<file path="config.mk">
export PLATFORM = sky130hd
export DESIGN_NAME = sb_config_loader_flat
export DESIGN_NICKNAME = d
export VERILOG_FILES = /design/src/rtl/sb_config_loader_if.sv /design/src/rtl/sb_config_loader.sv /design/src/flat_wrapper.sv
export SDC_FILE = /design/constraint.sdc
export NUM_CORES = 1
export LEC_CHECK = 0
export ABC_AREA = 0
export ABC_CLOCK_PERIOD_IN_PS = 5500
export BUFFER_PORTS_ARGS = -buffer_cell sky130_fd_sc_hd__buf_4
export CAP_MARGIN = 15
export CORE_MARGIN = 5
export CORE_UTILIZATION = 60
export CTS_CLUSTER_SIZE = 10
export DETAILED_ROUTE_END_ITERATION = 6
export GPL_TIMING_DRIVEN = 0
export PLACE_DENSITY = 0.86
export SLEW_MARGIN = 20
export SYNTH_ARGS = -nofsm -noshare
export SYNTH_HDL_FRONTEND = slang
export SYNTH_SLANG_ARGS = --single-unit
</file>
<file path="constraint.sdc">
create_clock -name clk -period 5.5 [get_ports clk]
set_input_delay 1.1 -clock clk [delete_from_list [all_inputs] [get_ports clk]]
set_output_delay 1.1 -clock clk [all_outputs]
set_load 0.005 [all_outputs]
</file>
<file path="src/rtl/sb_config_loader_if.sv">
// Serial bitstream handshake between a bitstream source and sb_config_loader.
// A bit moves on any rising edge where bit_valid and bit_ready are both high.
interface sb_config_loader_if;
    logic bit_in;
    logic bit_valid;
    logic frame_start;
    logic bit_ready;

    modport master (output bit_in, output bit_valid, output frame_start, input bit_ready);
    modport slave  (input bit_in, input bit_valid, input frame_start, output bit_ready);
endinterface

</file>
<file path="src/rtl/sb_config_loader.sv">
// Deserialises address/data/parity frames and broadcasts each good word with a
// one-cycle one-hot write strobe to the switch-box / PE configuration registers.
//
// state  | meaning
// IDLE   | waiting for a bit flagged frame_start
// ADDR   | shifting in the remaining address bits
// DATA   | shifting config word into the staging register
// PARITY | checking even parity and address range
// WRITE  | one cycle: staging -> config_data, strobe config_en
module sb_config_loader #(
    parameter int DATA_WIDTH  = 32,
    parameter int ADDR_WIDTH  = 4,
    parameter int NUM_TARGETS = 16
) (
    input  logic                   clk,
    input  logic                   reset,
    sb_config_loader_if.slave      bs,
    output logic [DATA_WIDTH-1:0]  config_data,
    output logic [NUM_TARGETS-1:0] config_en,
    output logic                   busy,
    output logic                   err,
    input  logic                   err_clr,
    output logic [15:0]            frame_count
);

    localparam int MAXW = (DATA_WIDTH > ADDR_WIDTH) ? DATA_WIDTH : ADDR_WIDTH;
    localparam int CW   = $clog2(MAXW + 1);

    typedef enum logic [2:0] {IDLE, ADDR, DATA, PARITY, WRITE} state_t;

    state_t                 state_q, state_d;
    logic [ADDR_WIDTH-1:0]  addr_q, addr_d;
    logic [DATA_WIDTH-1:0]  stage_q, stage_d;
    logic [CW-1:0]          cnt_q, cnt_d;
    logic                   par_q, par_d;
    logic [DATA_WIDTH-1:0]  config_data_q, config_data_d;
    logic [NUM_TARGETS-1:0] config_en_q, config_en_d;
    logic                   err_q, err_d;
    logic [15:0]            frame_count_q, frame_count_d;
    logic                   bit_ready_q, bit_ready_d;
    logic                   busy_q, busy_d;
    logic                   xfer;
    logic                   start;

    always_comb begin
        state_d       = state_q;
        addr_d        = addr_q;
        stage_d       = stage_q;
        cnt_d         = cnt_q;
        par_d         = par_q;
        config_data_d = config_data_q;
        config_en_d   = '0;
        err_d         = err_q;
        frame_count_d = frame_count_q;
        start         = 1'b0;
        xfer          = bs.bit_valid & bit_ready_q;

        if (err_clr) err_d = 1'b0;

        case (state_q)
            IDLE: begin
                if (xfer && bs.frame_start) start = 1'b1;
            end
            ADDR, DATA, PARITY: begin
                if (xfer && bs.frame_start) begin
                    // abandon the frame; this bit is the next frame's address MSB
                    start = 1'b1;
                    err_d = 1'b1;
                end else if (xfer) begin
                    if (state_q == ADDR) begin
                        addr_d = ADDR_WIDTH'({addr_q, bs.bit_in});
                        par_d  = par_q ^ bs.bit_in;
                        if (cnt_q == '0) begin
                            state_d = DATA;
                            cnt_d   = CW'(DATA_WIDTH - 1);
                        end else begin
                            cnt_d = cnt_q - CW'(1);
                        end
                    end else if (state_q == DATA) begin
                        stage_d = DATA_WIDTH'({stage_q, bs.bit_in});
                        par_d   = par_q ^ bs.bit_in;
                        if (cnt_q == '0) state_d = PARITY;
                        else             cnt_d   = cnt_q - CW'(1);
                    end else begin
                        if (!(par_q ^ bs.bit_in) && (32'(addr_q) < 32'(NUM_TARGETS))) begin
                            state_d = WRITE;
                        end else begin
                            state_d = IDLE;
                            err_d   = 1'b1;
                        end
                    end
                end
            end
            WRITE: begin
                config_data_d = stage_q;
                for (int i = 0; i < NUM_TARGETS; i++) config_en_d[i] = (32'(addr_q) == 32'(i));
                frame_count_d = frame_count_q + 16'd1;
                state_d       = IDLE;
            end
            default: state_d = IDLE;
        endcase

        if (start) begin
            addr_d = ADDR_WIDTH'(bs.bit_in);
            par_d  = bs.bit_in;
            if (ADDR_WIDTH == 1) begin
                state_d = DATA;
                cnt_d   = CW'(DATA_WIDTH - 1);
            end else begin
                state_d = ADDR;
                cnt_d   = CW'(ADDR_WIDTH - 2);
            end
        end

        bit_ready_d = (state_d != WRITE);
        busy_d      = (state_d != IDLE);
    end

    always_ff @(posedge clk or negedge reset) begin
        if (!reset) begin
            state_q       <= IDLE;
            addr_q        <= '0;
            stage_q       <= '0;
            cnt_q         <= '0;
            par_q         <= 1'b0;
            config_data_q <= '0;
            config_en_q   <= '0;
            err_q         <= 1'b0;
            frame_count_q <= '0;
            bit_ready_q   <= 1'b0;
            busy_q        <= 1'b0;
        end else begin
            state_q       <= state_d;
            addr_q        <= addr_d;
            stage_q       <= stage_d;
            cnt_q         <= cnt_d;
            par_q         <= par_d;
            config_data_q <= config_data_d;
            config_en_q   <= config_en_d;
            err_q         <= err_d;
            frame_count_q <= frame_count_d;
            bit_ready_q   <= bit_ready_d;
            busy_q        <= busy_d;
        end
    end

    assign bs.bit_ready  = bit_ready_q;
    assign config_data   = config_data_q;
    assign config_en     = config_en_q;
    assign err           = err_q;
    assign frame_count   = frame_count_q;
    assign busy          = busy_q;

endmodule

</file>
<file path="src/flat_wrapper.sv">
// flat-port wrapper written by rule: the top's interface ports become plain ports
module sb_config_loader_flat 
#(
    parameter int DATA_WIDTH  = 32,
    parameter int ADDR_WIDTH  = 4,
    parameter int NUM_TARGETS = 16
)
  (clk, reset, config_data, config_en, busy, err, err_clr, frame_count, bs_bit_in, bs_bit_valid, bs_frame_start, bs_bit_ready);
  sb_config_loader_if bs_i ();
  input  logic clk;
  input  logic reset;
  output logic [DATA_WIDTH-1:0] config_data;
  output logic [NUM_TARGETS-1:0] config_en;
  output logic busy;
  output logic err;
  input  logic err_clr;
  output logic [15:0] frame_count;
  input wire logic [$bits(bs_i.bit_in)-1:0] bs_bit_in;
  input wire logic [$bits(bs_i.bit_valid)-1:0] bs_bit_valid;
  input wire logic [$bits(bs_i.frame_start)-1:0] bs_frame_start;
  output wire logic [$bits(bs_i.bit_ready)-1:0] bs_bit_ready;
  assign bs_i.bit_in = bs_bit_in;
  assign bs_i.bit_valid = bs_bit_valid;
  assign bs_i.frame_start = bs_frame_start;
  assign bs_bit_ready = bs_i.bit_ready;
  sb_config_loader #(.DATA_WIDTH(DATA_WIDTH), .ADDR_WIDTH(ADDR_WIDTH), .NUM_TARGETS(NUM_TARGETS)) u_core (.clk(clk), .reset(reset), .bs(bs_i), .config_data(config_data), .config_en(config_en), .busy(busy), .err(err), .err_clr(err_clr), .frame_count(frame_count));
endmodule
</file>
==> flow_results.xml <==
<?xml version="1.0" encoding="UTF-8"?>
<metrics>
  <group name="global_route">
    <metric name="grt_pass1_wl" unit="mm">16.1</metric>
    <metric name="grt_antenna_before_repair" unit="">0</metric>
    <metric name="global_route_layer_with_the_greatest_usage" unit="">met2</metric>
    <metric name="grt.met2_usage" unit="">0.341</metric>
    <metric name="globalRouteMet3Util" unit="">0.0804</metric>
    <metric name="grt_util_all_layers" unit="">0.214</metric>
    <metric name="grt-ovfl-total" unit="">0</metric>
    <metric name="globalRouteMet1Util" unit="">0.265</metric>
    <metric name="first_global_vias" unit="">3241</metric>
    <metric name="grt_start_max_net_pins" unit="">114</metric>
  </group>
  <group name="layout">
    <metric name="area.sequential" unit="µm²">2830</metric>
    <metric name="growth_of_design_area_from_synthesis_to_finish" unit="%">28.1</metric>
    <metric name="multiInputGateArea" unit="µm²">1690</metric>
    <metric name="final_cell_mix" unit="">sky130_fd_sc_hd__dfrtp_1, sky130_fd_sc_hd__buf_4, sky130_fd_sc_hd__mux2_2</metric>
    <metric name="final_layout_size_suffix_gt1_frac" unit="">0.416</metric>
    <metric name="filler_cell_count" unit="">463</metric>
    <metric name="final_area" unit="µm²">5910</metric>
    <metric name="layout.cells.most_common" unit="">sky130_fd_sc_hd__dfrtp_1</metric>
    <metric name="antenna_cells" unit="">0</metric>
    <metric name="utilization" unit="">0.776</metric>
    <metric name="fin_nets" unit="">444</metric>
  </group>
  <group name="logic_synthesis">
    <metric name="synthDistinctLibCells" unit="">47</metric>
    <metric name="dominantRegCellSynth" unit="">sky130_fd_sc_hd__dfrtp_1</metric>
    <metric name="netlist_instances" unit="">345</metric>
    <metric name="syn_avg_cell_area" unit="µm²">13.4</metric>
    <metric name="yosys_register_bits" unit="">113</metric>
    <metric name="synth_nets" unit="">353</metric>
    <metric name="fraction_of_synthesis_flops_using_an_asynchronous_set_or_reset_pin" unit="">1.00</metric>
    <metric name="synth_edf_count" unit="">0</metric>
    <metric name="netlist_area_pre_place" unit="µm²">4610</metric>
    <metric name="ys.warnings.count" unit="">0</metric>
    <metric name="yosysSeqAreaShare" unit="">0.613</metric>
  </group>
  <group name="drt">
    <metric name="ant_nets" unit="">0</metric>
    <metric name="drtPass1Iterations" unit="">4</metric>
    <metric name="wl" unit="mm">9.16</metric>
    <metric name="route.vias.total" unit="">2996</metric>
    <metric name="detail_route.iter0.violations" unit="">97</metric>
    <metric name="detail_route.vias_per_cell" unit="">5.46</metric>
    <metric name="post-route-drc-count" unit="">0</metric>
    <metric name="routed_wire_length_per_instance" unit="µm">16.7</metric>
  </group>
  <group name="timing">
    <metric name="worst_pin_slew" unit="ps">958</metric>
    <metric name="achievable-frequency" unit="GHz">0.454</metric>
    <metric name="hold_violations" unit="">0</metric>
    <metric name="fin_crit" unit="ps">2200</metric>
    <metric name="fin_setup_tns" unit="ps">0</metric>
    <metric name="slew_viol_final" unit="">0</metric>
    <metric name="whs" unit="ps">483</metric>
    <metric name="finClkSkew" unit="ps">6.20</metric>
    <metric name="setup_viol" unit="">0</metric>
    <metric name="final_min_period_over_clock_period" unit="">0.401</metric>
    <metric name="slew-limit-headroom" unit="">0.362</metric>
    <metric name="rsz0062_at_grt" unit="">false</metric>
  </group>
  <group name="critical_path">
    <metric name="worstPathRequired" unit="ps">4400</metric>
    <metric name="critical_path.cell_chain" unit="">buf_4</metric>
    <metric name="setup.worst_path.class" unit="">register to primary output</metric>
    <metric name="worst_ep_arrival_time" unit="ps">1100</metric>
    <metric name="timing.critical_path.slowest_cell_delay" unit="ps">440</metric>
    <metric name="category_of_the_worst_setup_path_launch_point" unit="">register</metric>
    <metric name="endpoint_kind" unit="">primary output</metric>
    <metric name="top_cell_family_by_delay_on_the_critical_path" unit="">flip-flops</metric>
    <metric name="worstPathMaxFanout" unit="">5</metric>
    <metric name="crit_buf_inv" unit="">1</metric>
    <metric name="crit_slowest_cell" unit="">sky130_fd_sc_hd__dfrtp_1</metric>
  </group>
  <group name="cts">
    <metric name="cts_tree" unit="">built</metric>
    <metric name="cts-hold-fix-buffers" unit="">0</metric>
    <metric name="post_cts_setup_buffer_count" unit="">0</metric>
    <metric name="later_pin_clock_latency_in_the_skew_report" unit="ps">500</metric>
    <metric name="h_tree_levels" unit="">4</metric>
    <metric name="cts_buffer_depth" unit="">2</metric>
    <metric name="clk_root_buffer_cell" unit="">sky130_fd_sc_hd__clkbuf_8</metric>
    <metric name="cts.sink_count" unit="">113</metric>
    <metric name="clk_pin_slew_worst_paths" unit="ps">50</metric>
    <metric name="cts_made_buffers" unit="">17</metric>
    <metric name="postCtsResizedCells" unit="">0</metric>
  </group>
  <group name="floorplanning">
    <metric name="pin_count" unit="">73</metric>
    <metric name="dieArea" unit="µm²">9540</metric>
    <metric name="initial_core_util" unit="">0.606</metric>
    <metric name="floorplan.core_area" unit="µm²">7610</metric>
    <metric name="rows" unit="">32</metric>
    <metric name="chip_height" unit="µm">97.7</metric>
    <metric name="dieWidth" unit="µm">97.7</metric>
  </group>
  <group name="placement">
    <metric name="post-dp-hpwl" unit="mm">5.74</metric>
    <metric name="postPlaceCellArea" unit="µm²">5280</metric>
    <metric name="port_buffers" unit="">72</metric>
    <metric name="finalWeightedCongestion" unit="">0.820</metric>
  </group>
  <group name="power">
    <metric name="p_leak" unit="nW">2.99</metric>
    <metric name="power_per_cell_area" unit="nW/µm²">397</metric>
    <metric name="finalPower" unit="W">0.00234</metric>
    <metric name="vdd_ir_drop_max" unit="mV">0.235</metric>
  </group>
  <group name="worst_hold_path">
    <metric name="worst_min_delay_path_class" unit="">register to register</metric>
  </group>
  <group name="status">
    <metric name="status" unit="">finished, final reports clean</metric>
  </group>
  <group name="flow_run">
    <metric name="maxCapViolations" unit="">0</metric>
  </group>
</metrics>
synth_stat cells (all sizes together) (2+ instances only):
master / count / share of area
dfrtp: 113 / 0.61
mux2: 67 / 0.16
nor2: 22 / 0.018
nand2: 18 / 0.015
buf: 12 / 0.014
xnor2: 12 / 0.023
nand2b: 9 / 0.012
o21ai: 9 / 0.0098
inv: 7 / 0.0057
nand3: 7 / 0.0076
nor3: 7 / 0.0087
a21oi: 6 / 0.0065
nand4: 5 / 0.0068
xor2: 5 / 0.0095
or3: 4 / 0.0076
and4: 3 / 0.0057
nand3b: 3 / 0.0049
nor2b: 3 / 0.0041
nor3b: 3 / 0.0049
a2111oi: 2 / 0.0038
a21o: 2 / 0.0033
clkbuf: 2 / 0.0016
ha: 2 / 0.0054
mux2i: 2 / 0.0043
o211ai: 2 / 0.0033
o22ai: 2 / 0.0027
o311ai: 2 / 0.0054
cell type report:
class                           instances  share of cell area
Clock inverter                          9              0.0263
Inverter                                7             0.00445
Sequential cell                       113               0.479
Multi-Input combinational cell        211               0.285
Timing Repair Buffer                   72              0.0922
Clock buffer                           21              0.0794
Tap cell                              102              0.0216
Buffer                                 14              0.0119
final timing paths:
check / endpoint / start / slack [ps] / depth (start not counted)
worst max-delay path: frame_count[3] / u_core.frame_count[3] / 3300 / 1
worst min-delay path: u_core.frame_count[15] / u_core.frame_count[15] / 480 / 1
worst max register to register: u_core.cnt_q[1] / u_core.cnt_q[0] / 3410 / 6
worst min register to register: u_core.frame_count[15] / u_core.frame_count[15] / 480 / 1
max in group asynchronous: u_core.stage_q[3] / reset / 4140 / 1
min in group asynchronous: u_core.config_data[29] / reset / 740 / 1
registers in the layout (all words and copies together) (netlist names):
signal               count
u_core.bs.bit_ready      1
u_core.config_en        16
u_core.addr_q            4
u_core.state_q           3
u_core.err               1
u_core.busy              1
u_core.frame_count      16
u_core.cnt_q             6
u_core.config_data      32
u_core.par_q             1
u_core.stage_q          32
cell families after synthesis:
kind of cell             Yosys count  share of synthesized area
flip-flops                       113                      0.613
AND/OR/NAND/NOR                   93                      0.116
XOR/XNOR                          17                     0.0323
adder cells (fa/ha/maj)            2                    0.00543
buffers and inverters             21                     0.0209
multiplexers                      69                      0.168
AO/OA/AOI/OAI                     30                     0.0442
metrics by stage:
stage | instances | setup WS [ps]
6_report | 549 | 3300
5_1_grt | 549 | 3230
4_1_cts | 549 | 3270
3_5_place_dp | 519 | 3050
3_3_place_gp | 519 | 3070
2_1_floorplan | 345 | 3360
routing by layer:
metal	vias to the layer above	routed length, µm
met4	0	110
met3	11	617
met2	90	4550
met5	-	0
met1	1504	3880
li1	1391	-
where the power goes:
part	internal [W]	switching (W)
Clock	0.000778	0.000358
Combinational	0.000122	0.000157
Sequential	0.000879	0.0000490
Total	0.00178	0.000564
No activity file was read; power rests on OpenSTA's default activity.
